[src/rtl/pj_pkg.sv]
// Purpose: shared types and constants for the MindFocus stimulus display block.
// Latency: none (declarations only).
// Backpressure: not applicable.
package pj_pkg;

    localparam int PJ_N_LEDS  = 4;
    localparam int PJ_N_ITENS = 2;
    localparam int PJ_IDX_W   = PJ_N_LEDS * PJ_N_ITENS;

    // Debug-visible state encoding; codes 6 and 7 are unused and recover to OCIOSO.
    typedef enum logic [2:0] {
        OCIOSO  = 3'd0,
        CARREGA = 3'd1,
        MOSTRA0 = 3'd2,
        PAUSA   = 3'd3,
        MOSTRA1 = 3'd4,
        FIM     = 3'd5
    } pj_estado_t;

    // Larger of two timing parameters, used to size the shared timer.
    function automatic int pj_max(input int a, input int b);
        return (a > b) ? a : b;
    endfunction

endpackage

[src/rtl/pj_temporizador.sv]
// Purpose: loadable down-counter shared by all timed display states.
// Latency: fim is high in the cycle the registered count equals 1 (valor cycles after load).
// Backpressure: none; counts every cycle and parks at zero.
module pj_temporizador
    import pj_pkg::*;
#(
    parameter int W = 13
) (
    input  logic         clock,
    input  logic         reset,
    input  logic         carrega,
    input  logic [W-1:0] valor,
    output logic         fim
);

    logic [W-1:0] cnt_q;
    logic [W-1:0] cnt_d;

    // Load wins over decrement; a zero count stays at zero so it never wraps.
    always_comb begin
        cnt_d = cnt_q;
        if (carrega) begin
            cnt_d = valor;
        end else if (cnt_q != '0) begin
            cnt_d = cnt_q - W'(1);
        end
    end

    // Count register.
    always_ff @(posedge clock) begin
        if (reset) begin
            cnt_q <= '0;
        end else begin
            cnt_q <= cnt_d;
        end
    end

    assign fim = (cnt_q == W'(1));

endmodule

[src/rtl/pj_exibidor_estimulos.sv]
// Purpose: latches an 8-bit index word and shows its two LED patterns in sequence (macro PJ_EXIBIDOR_CANCELA_EN adds abort input cancela).
// Latency: pronto pulses in the cycle after edge k+2+2*T_ON+T_OFF when iniciar is sampled at edge k.
// Backpressure: none; iniciar outside OCIOSO is dropped, not queued.
module pj_exibidor_estimulos
    import pj_pkg::*;
#(
    parameter int T_ON  = 5000,
    parameter int T_OFF = 1000
) (
    input  logic                 clock,
    input  logic                 reset,
`ifdef PJ_EXIBIDOR_CANCELA_EN
    input  logic                 cancela,
`endif
    input  logic                 iniciar,
    input  logic [PJ_IDX_W-1:0]  indices,
    output logic [PJ_N_LEDS-1:0] leds,
    output logic                 exibindo,
    output logic                 pronto,
    output logic [2:0]           db_estado
);

    localparam int            TW      = $clog2(pj_max(T_ON, T_OFF) + 1);
    localparam logic [TW-1:0] T_ON_V  = TW'(T_ON);
    localparam logic [TW-1:0] T_OFF_V = TW'(T_OFF);

    pj_estado_t           state_q, state_d;
    logic [PJ_IDX_W-1:0]  latched_q, latched_d;
    logic [PJ_N_LEDS-1:0] leds_q, leds_d;
    logic                 exibindo_q, exibindo_d;
    logic                 pronto_q, pronto_d;

    logic                 tmr_carrega;
    logic [TW-1:0]        tmr_valor;
    logic                 tmr_fim;

    // Next-state logic; an abort request overrides both start and timer expiry.
    always_comb begin
        state_d = state_q;
        case (state_q)
            OCIOSO:  if (iniciar) state_d = CARREGA;
            CARREGA: state_d = MOSTRA0;
            MOSTRA0: begin
                if (tmr_fim) begin
                    if (T_OFF == 0) state_d = MOSTRA1;
                    else            state_d = PAUSA;
                end
            end
            PAUSA:   if (tmr_fim) state_d = MOSTRA1;
            MOSTRA1: if (tmr_fim) state_d = FIM;
            FIM:     state_d = OCIOSO;
            default: state_d = OCIOSO;
        endcase
`ifdef PJ_EXIBIDOR_CANCELA_EN
        if (cancela && (state_q != OCIOSO)) begin
            state_d = FIM;
        end
`endif
    end

    // Timer is reloaded on every entry into a timed state with that state's duration.
    always_comb begin
        tmr_carrega = 1'b0;
        tmr_valor   = T_ON_V;
        if (state_d != state_q) begin
            case (state_d)
                MOSTRA0, MOSTRA1: tmr_carrega = 1'b1;
                PAUSA: begin
                    tmr_carrega = 1'b1;
                    tmr_valor   = T_OFF_V;
                end
                default: tmr_carrega = 1'b0;
            endcase
        end
    end

    // Output and latch next values, computed from the upcoming state so the flops line up with it.
    always_comb begin
        latched_d = latched_q;
        if (state_q == CARREGA) begin
            latched_d = indices;
        end
        case (state_d)
            MOSTRA0: leds_d = latched_d[PJ_N_LEDS-1:0];
            MOSTRA1: leds_d = latched_d[2*PJ_N_LEDS-1:PJ_N_LEDS];
            default: leds_d = '0;
        endcase
        exibindo_d = (state_d != OCIOSO) && (state_d != FIM);
        pronto_d   = (state_q == FIM) && (state_d == OCIOSO);
    end

    // State and output registers; reset overrides everything.
    always_ff @(posedge clock) begin
        if (reset) begin
            state_q    <= OCIOSO;
            latched_q  <= '0;
            leds_q     <= '0;
            exibindo_q <= 1'b0;
            pronto_q   <= 1'b0;
        end else begin
            state_q    <= state_d;
            latched_q  <= latched_d;
            leds_q     <= leds_d;
            exibindo_q <= exibindo_d;
            pronto_q   <= pronto_d;
        end
    end

    pj_temporizador #(
        .W (TW)
    ) u_temporizador (
        .clock   (clock),
        .reset   (reset),
        .carrega (tmr_carrega),
        .valor   (tmr_valor),
        .fim     (tmr_fim)
    );

    assign leds      = leds_q;
    assign exibindo  = exibindo_q;
    assign pronto    = pronto_q;
    assign db_estado = state_q;

endmodule

[config.mk]
export PLATFORM = sky130hd
export DESIGN_NAME = pj_exibidor_estimulos
export DESIGN_NICKNAME = d
export VERILOG_FILES = /design/src/rtl/pj_pkg.sv /design/src/rtl/pj_temporizador.sv /design/src/rtl/pj_exibidor_estimulos.sv
export SDC_FILE = /design/constraint.sdc
export NUM_CORES = 1
export LEC_CHECK = 0
export ABC_AREA = 1
export CORE_MARGIN = 2
export CORE_UTILIZATION = 50
export DETAILED_ROUTE_END_ITERATION = 10
export PLACE_DENSITY = 0.71
export SLEW_MARGIN = 20
export SYNTH_ARGS = -nofsm -noshare
export SYNTH_HDL_FRONTEND = slang
export SYNTH_SLANG_ARGS = --single-unit
[constraint.sdc]
create_clock -name clock -period 2.54 [get_ports clock]
set_input_delay 0.508 -clock clock [delete_from_list [all_inputs] [get_ports clock]]
set_output_delay 0.508 -clock clock [all_outputs]
set_load 0.02 [all_outputs]
# After elaboration in Yosys (flattened, before gate mapping)
# Index checks and enable logic that the tools add are counted.
# word_totals
ff_bits	30
# op_classes
n_addsub	1
eq_ne	11
mux	13
n_reduce_logical	8
# ops
cell	n
$mux W13	4
$pmux W3 S5	1
$eq A13 B1 Y1 const B	1
$reduce_bool A13 Y1	1
$sub A13 B1 Y13 const B	1
$eq A3 B2 Y1 const B	4
$mux W3	4
$eq A3 B3 Y1 const B	3
$mux W8	1
$pmux W4 S2	1
$logic_not A3 Y1	2
$eq A3 B1 Y1 const B	1
$ne A3 B3 Y1	1
$ne A3 B3 Y1 const B	1
$reduce_bool A3 Y1	1
$reduce_or A3 Y1	1
$logic_and A1 B1 Y1	2
$mux W1	2
$reduce_bool A2 Y1	1

# Depth between registers and ports, before layout
# Gate-level depths: netlist (run 1).
# logic_depth
ltp_word	8
ltp_mapped	13
ltp_nobuf	13

# Hierarchy
# Synthesis (run 1) repeated with hierarchy kept, for this count alone.
# unflattened
cells_unflattened	244
area_unflattened_um2	1691.6
# by_module_without_submodules
module	instances	cells_each	area_per_inst_um2
pj_temporizador	1	147	937.1
pj_exibidor_estimulos	1	97	754.5

# Least setup slack after synthesis (run 1)
# OpenSTA, ideal clock, no wires.
# synth_path
path_kind	reg2reg
startpoint	reg state_q[0] (netlist: db_estado[0])
endpoint	reg u_temporizador.cnt_q[5]
setup_time_ns	0.128
arrival_time_ns	1.471
setup_slack_ns	0.941
stages_incl_launch_ff	12
n_path_buf	1
period_less_slack_ns	1.599
cell_sequence	dfxtp_1 > buf_6 > inv_2 > nor3_4 > a21boi_2 > nor2_2 > nand2_2 > nand2_4 > nand2_1 > nand2_1 > nand2_1 > nor2_1
# synth_via
elab_chain_len	7
# synth_rtl
item	line_no	rtl
start, declared	pj_exibidor_estimulos.sv:27	pj_estado_t state_q, state_d;
start signal, assigned	pj_exibidor_estimulos.sv:101	state_q <= state_d;
$eq A3 B3 Y1, or another cell as far along	pj_exibidor_estimulos.sv:40	case (state_q)
$pmux W3 S5	pj_exibidor_estimulos.sv:40	
$eq A3 B3 Y1 or $eq A3 B2 Y1 (tied branches)	pj_exibidor_estimulos.sv:66	case (state_d)
$reduce_or A3 Y1 (no line)	-	
$mux W1	pj_exibidor_estimulos.sv:66	
$mux W1	pj_exibidor_estimulos.sv:65	if (state_d != state_q) begin
$mux W13 or $reduce_bool A2 Y1 (tied branches)	-	
end signal, assigned	pj_temporizador.sv:34	cnt_q <= cnt_d;
end, declared	pj_temporizador.sv:16	logic [W-1:0] cnt_q;
# Several ways; a longest one is shown, not always the timed one.
# A chain may end at the register's enable or synchronous reset.

# Worst setup path after layout (run 1)
# layout_path
startpoint	reg state_q[0] (netlist: db_estado[0])
endpoint	out db_estado[0]
# layout_rtl
item	line_no	rtl
end, declared	pj_exibidor_estimulos.sv:20	output logic [2:0] db_estado
# No word-level cell between the ends.

==> impl_metrics.env, run 1 <==
export IMPL_multi_input_area_um2=752
export IMPL_cts_sinks=30
export IMPL_die_width_um=57.5
export IMPL_stdcell_count=235
export IMPL_crit_reg2reg_launch="db_estado[0]"
export IMPL_syn_num_nets=193
export IMPL_drtPass1Iterations=4
export IMPL_cts_hold_fix_buffers=0
export IMPL_critPathSlowestCell="clkdlybuf4s50_1"
export IMPL_status="completed"
export IMPL_ant_nets=0
export IMPL_synth_area_leader_cell="dfxtp_1"
export IMPL_synth_most_common_cell="nand2_1"
export IMPL_grt_max_degree=14
export IMPL_holdPathStages=2
export IMPL_yosys_top_cells_area="dfxtp_1 42%, nand2_1 8.4%, nor2_1 7.9%, inv_1 3.4%, a21oi_1 3.1%"
export IMPL_core_mm2=0.00273
export IMPL_reg2reg_to="leds[0]"
export IMPL_p_leak_nw=0.779
export IMPL_path_class="flop to output port"
export IMPL_worst_pin_slew_ps=458
export IMPL_tns_ps=0
export IMPL_fill_cells=234
export IMPL_hold_viol=0
export IMPL_initialDrtViolationCount=39
export IMPL_critPathBufInv=1
export IMPL_dp_cells=227
export IMPL_max_slew_margin_pct=69.3
export IMPL_rows=19
export IMPL_max_cap_violations=0
export IMPL_die_area_mm2=0.00331
export IMPL_worstPathMaxFanout=10
export IMPL_place_gp_congestion=0.865
export IMPL_path_clk_slew_ps=100
export IMPL_ir_drop_mv=0.825
export IMPL_period_needed_ps=2110
export IMPL_worst_setup_path_end_kind="output port"
export IMPL_clock_path_buffers=2
export IMPL_synthFlopType="dfxtp_1"
export IMPL_grt_pass1_wl_mm=4.77
export IMPL_cp_arrival_ps=1600
export IMPL_synth_top_area_share_pct=42.0
export IMPL_drc=0
export IMPL_grt_busiest_layer="met2"
export IMPL_routed_wl_mm=2.85
export IMPL_worstHoldEndpoint="latched_q[0]"
export IMPL_area_delta_synth_final_pct=20.7
export IMPL_antenna_found_initial=0
export IMPL_num_io_pins=20
export IMPL_cts_tree="built"
export IMPL_fp_dieH_um=57.5
export IMPL_reg2reg_depth=6
export IMPL_fmax_mhz=474
export IMPL_slowest_delay_ps=690
export IMPL_ctsResizeCount=0
export IMPL_viasPerCell=5.32
export IMPL_ys_warnings_count=0
export IMPL_start_util_pct=52.4
export IMPL_syn_area_mm2=0.00143
export IMPL_htree_levels=2
export IMPL_finalSetupViolCount=0
export IMPL_post_cts_buffers=0
export IMPL_overflow=0
export IMPL_cts_made_buffers=5
export IMPL_portBuffers=19
export IMPL_syn_inst=179
export IMPL_synth_seq_cells=30
export IMPL_clockRootBuffer="clkbuf_4"
export IMPL_synth_edf_count=0
export IMPL_layout_drive_gt1_share_pct=14.2
export IMPL_fin_nets=217
export IMPL_ys_async_sr_fraction_pct=0
export IMPL_hpwl_mm=2.10
export IMPL_use_met1_pct=26.7
export IMPL_skew_ps=10.3
export IMPL_finalCritPeriodShare_pct=83.1
export IMPL_hp_start="latched_q[0]"
export IMPL_required_ps=2030
export IMPL_regToRegSetupSlack_ps=710
export IMPL_worstSetupStartpointType="flop"
export IMPL_vias=1250
export IMPL_yosysUniqueCellTypes=33
export IMPL_ys_top_cells_by_count="32 x nand2_1, 30 x dfxtp_1, 30 x nor2_1, 13 x inv_1, 9 x a21oi_1"
export IMPL_wl_per_cell_um=12.1
export IMPL_rsz0062_at_grt="false"
export IMPL_path_cells="clkdlybuf4s50_1"
export IMPL_power_density_mw_per_mm2=1040
export IMPL_grt_use_total_pct=19.0
export IMPL_met3_usage_pct=4.76
export IMPL_avgSynthCellArea_um2=8.00
export IMPL_diodes=0
export IMPL_finalMaxSlewViolations=0
export IMPL_fin_util_pct=63.2
export IMPL_cpLargestDelayFamily="buffers and inverters"
export IMPL_hold_class="flop to flop"
export IMPL_synth_yosys_seq_area_share_pct=42.0
export IMPL_use_met2_pct=27.1
export IMPL_grt_pass1_vias=1107
export IMPL_clock_latency_ps=320
export IMPL_regArea_um2=601
[how the worst max path moves through the flow]
stage	from	endpoint	cells after the start
6_report	db_estado[0]	db_estado[0]	1
5_1_grt	db_estado[0]	db_estado[0]	1
4_1_cts	db_estado[0]	db_estado[0]	1
3_5_place_dp	iniciar	leds[2]	9
3_3_place_gp	iniciar	u_temporizador.cnt_q[11]	8
2_1_floorplan	db_estado[0]	u_temporizador.cnt_q[5]	11
[worst min-delay path, delay by kind of cell, from the launching register on]
family | cells | cell delay [ps]
AOI/OAI and AO/OA | 1 | 60
DFF | 1 | 310
and+or+nand+nor | 1 | 50
[registers in the layout (all words and copies together) (netlist names)]
register	cells
u_temporizador.cnt_q	13
exibindo	1
latched_q	8
db_estado	3
pronto	1
leds	4
[kinds of logic after synthesis]
| kind of cell | Yosys count | share of synthesized area [%] |
|---|---|---|
| buf+inv | 19 | 5.51 |
| compound gates | 25 | 11.2 |
| simple gates | 91 | 31.6 |
| fa+ha+maj | 3 | 2.62 |
| flops | 30 | 42.0 |
| mux | 4 | 2.80 |
| xor+xnor | 7 | 4.28 |
[layout make-up]
class,instances,share of cell area [%]
Sequential cell,30,34.8
Clock buffer,8,4.56
Multi-Input combinational cell,130,43.5
Inverter,16,3.48
Timing Repair Buffer,20,11.4
Tap cell,31,2.24
[where the power goes]
| part | internal, mW | switching, mW |
|---|---|---|
| logic | 0.303 | 0.479 |
| registers | 0.573 | 0.0898 |
| clock network | 0.189 | 0.157 |
[stage by stage]
stage	power, mW	setup WS (ps)	hold WS, ps	area, µm²
floorplan	1.29	941	445	1430
global placement	1.43	664	454	1650
detailed placement	1.45	655	460	1650
CTS	1.80	426	473	1730
global route	1.96	363	494	1730
finish	1.79	429	469	1730
[metal layers]
| layer | vias to the layer above | wire length (µm) |
|---|---|---|
| met4 | 0 | 44 |
| met3 | 5 | 164 |
| met5 | - | 0 |
| met1 | 567 | 1420 |
| met2 | 39 | 1230 |
| li1 | 639 | - |
[layout by cell type (no fill, tap or decap), drive strengths merged]
cell,Yosys,layout
a211oi,1,1
a21boi,1,1
a21oi,10,10
a22o,4,4
a31oi,4,4
buf,2,1
clkbuf,1,8
clkdlybuf4s50,0,19
dfxtp,30,30
ha,3,3
inv,16,16
mux2i,4,4
nand2,37,37
nand3,7,7
nand4,7,7
nor2,35,35
nor3,3,3
nor4,1,1
o21ai,4,4
o31ai,1,1
or4,1,1
xnor2,3,3
xor2,4,4
Power figures use the tool's default switching activity.
==> inputs of run 2 (changes only) <==
--- a/config.mk
+++ b/config.mk
@@ -7,7 +7,7 @@
 export LEC_CHECK = 0
 export ABC_AREA = 1
 export CORE_MARGIN = 2
-export CORE_UTILIZATION = 50
+export CORE_UTILIZATION = 48
 export DETAILED_ROUTE_END_ITERATION = 10
 export PLACE_DENSITY = 0.71
 export SLEW_MARGIN = 20
==> constraint.sdc (replaced) <==
create_clock -name clock -period 1.9 [get_ports clock]
set_input_delay 0.38 -clock clock [delete_from_list [all_inputs] [get_ports clock]]
set_output_delay 0.38 -clock clock [all_outputs]
set_load 0.02 [all_outputs]
==> impl_metrics.env, run 2 (synthesis gave the netlist of run 1 again) <==
export IMPL_final_cell_mix="32 x nand2_1, 30 x nor2_1, 29 x dfxtp_1"
export IMPL_cpLargestDelayFamily="buffers and inverters"
export IMPL_p_sw_share_pct=42.9
export IMPL_grt_pass1_wl_mm=5.07
export IMPL_rows=19
export IMPL_crit_start="db_estado[2]"
export IMPL_stdcell_count=235
export IMPL_ctsResizeCount=1
export IMPL_hold_viol=0
export IMPL_routed_wl_mm=2.95
export IMPL_post_cts_buffers=0
export IMPL_wl_per_cell_um=12.6
export IMPL_crit_reg2reg_launch="db_estado[1]"
export IMPL_required_ps=1520
export IMPL_area_delta_synth_final_pct=19.2
export IMPL_critPathSlowestCell="clkdlybuf4s50_1"
export IMPL_viasPerCell=5.31
export IMPL_path_clk_slew_ps=80
export IMPL_reg2reg_depth=6
export IMPL_cp_arrival_ps=1380
export IMPL_worstPathMaxFanout=8
export IMPL_drc=0
export IMPL_power_mw=2.29
export IMPL_reg2reg_to="leds[3]"
export IMPL_fp_dieH_um=58.6
export IMPL_worst_setup_path_end_kind="output port"
export IMPL_place_gp_congestion=0.868
export IMPL_multi_input_area_um2=752
export IMPL_finalSetupViolCount=0
export IMPL_fin_util_pct=60.8
export IMPL_ir_drop_mv=0.793
export IMPL_power_density_mw_per_mm2=1340
export IMPL_p_leak_nw=0.791
export IMPL_hp_start="latched_q[2]"
export IMPL_fin_nets=218
export IMPL_die_area_mm2=0.00343
export IMPL_portBuffers=19
export IMPL_path_cells="clkdlybuf4s50_1"
export IMPL_htree_levels=2
export IMPL_hold_ws_ps=471
export IMPL_cp_num_cells=1
export IMPL_rsz0062_at_grt="false"
export IMPL_max_slew_margin_pct=66.7
export IMPL_p_int_mw=1.31
export IMPL_num_io_pins=20
export IMPL_seq_power_share_pct=38.8
export IMPL_p_sw_uw=981
export IMPL_antenna_found_initial=0
export IMPL_tns_ps=0
export IMPL_diodes=0
export IMPL_grt_max_degree=15
export IMPL_skew_ps=14.4
export IMPL_max_cap_violations=0
export IMPL_cts_made_buffers=5
export IMPL_vias=1249
export IMPL_finalCritPeriodShare_pct=92.6
export IMPL_final_area_mm2=0.00171
export IMPL_layout_commonest_cell="nand2_1"
export IMPL_critPathBufInv=1
export IMPL_pwr_share_clk_pct=15.2
export IMPL_dpl_cell_area_mm2=0.00166
export IMPL_worst_pin_slew_ps=498
export IMPL_dp_cells=228
export IMPL_finalMaxSlewViolations=0
export IMPL_hpwl_mm=2.27
export IMPL_overflow=0
export IMPL_start_util_pct=51.0
export IMPL_ant_nets=0
export IMPL_drtPass1Iterations=4
export IMPL_endpoint="db_estado[2]"
export IMPL_cts_tree="built"
export IMPL_die_width_um=58.6
export IMPL_cts_hold_fix_buffers=0
export IMPL_period_needed_ps=1760
export IMPL_cts_sinks=30
export IMPL_initialDrtViolationCount=52
export IMPL_slowest_delay_ps=630
export IMPL_grt_use_total_pct=19.6
export IMPL_clockRootBuffer="clkbuf_4"
export IMPL_finalWorstSetupSlack_ps=141
export IMPL_largest_register_ff_count=13
export IMPL_path_class="flop to output port"
export IMPL_grt_pass1_vias=1145
export IMPL_fill_cells=260
export IMPL_regMostFlops="u_temporizador.cnt_q"
export IMPL_fmax_mhz=569
export IMPL_status="completed"
export IMPL_worstSetupStartpointType="flop"
export IMPL_clock_latency_ps=330
export IMPL_hold_class="flop to flop"
export IMPL_dp_slack_ps=116
export IMPL_p_comb_share_pct=46.0
export IMPL_regArea_um2=602
export IMPL_core_mm2=0.00281
export IMPL_layout_drive_gt1_share_pct=14.7
export IMPL_regToRegSetupSlack_ps=180
export IMPL_clock_path_buffers=2
## run 2: cell count changes in the layout (fill, tap and decap cells not counted), sizes merged
| cell | previous run | this run |
|---|---|---|
| clkinv | 0 | 2 |
| buf | 1 | 2 |
| clkbuf | 8 | 5 |
| dlygate4sd2 | 0 | 1 |
| dlymetal6s2s | 0 | 1 |
| clkdlybuf4s50 | 19 | 17 |
## run 2: layout make-up
| cell class | instances | share of cell area, % |
|---|---|---|
| flip-flops and latches | 30 | 35.3 |
| repair buffers | 21 | 12.1 |
| multi-input cells | 130 | 44.1 |
| well taps | 31 | 2.27 |
| inverters | 16 | 3.52 |
| clock inverters | 2 | 0.587 |
| clock buffers | 5 | 2.20 |
## run 2: routing by layer
metal  track usage [%]  share of wire (%)  wire length [µm]
met2              29.1                 44              1280
met5                 0                  0                 0
met4              5.84               0.91                27
met3              7.91                6.0               178
met1              26.2                 50              1460
## run 2: power by group through the flow
stage	registers [mW]	logic (mW)	clock network [mW]
3_3_place_gp	0.893	1.02	0
2_1_floorplan	0.886	0.834	0
4_1_cts	0.883	1.05	0.356
5_1_grt	0.904	1.20	0.393
3_5_place_dp	0.897	1.05	0
6_report	0.887	1.05	0.348
## run 2: how the worst min path moves through the flow
| stage | end | depth (start not counted) | slack (ps) |
|---|---|---|---|
| finish | latched_q[2] | 2 | 470 |
| CTS | latched_q[2] | 2 | 470 |
| detailed placement | latched_q[2] | 2 | 460 |
| floorplan | latched_q[0] | 2 | 450 |
| global placement | latched_q[2] | 2 | 460 |
| global route | latched_q[2] | 2 | 490 |
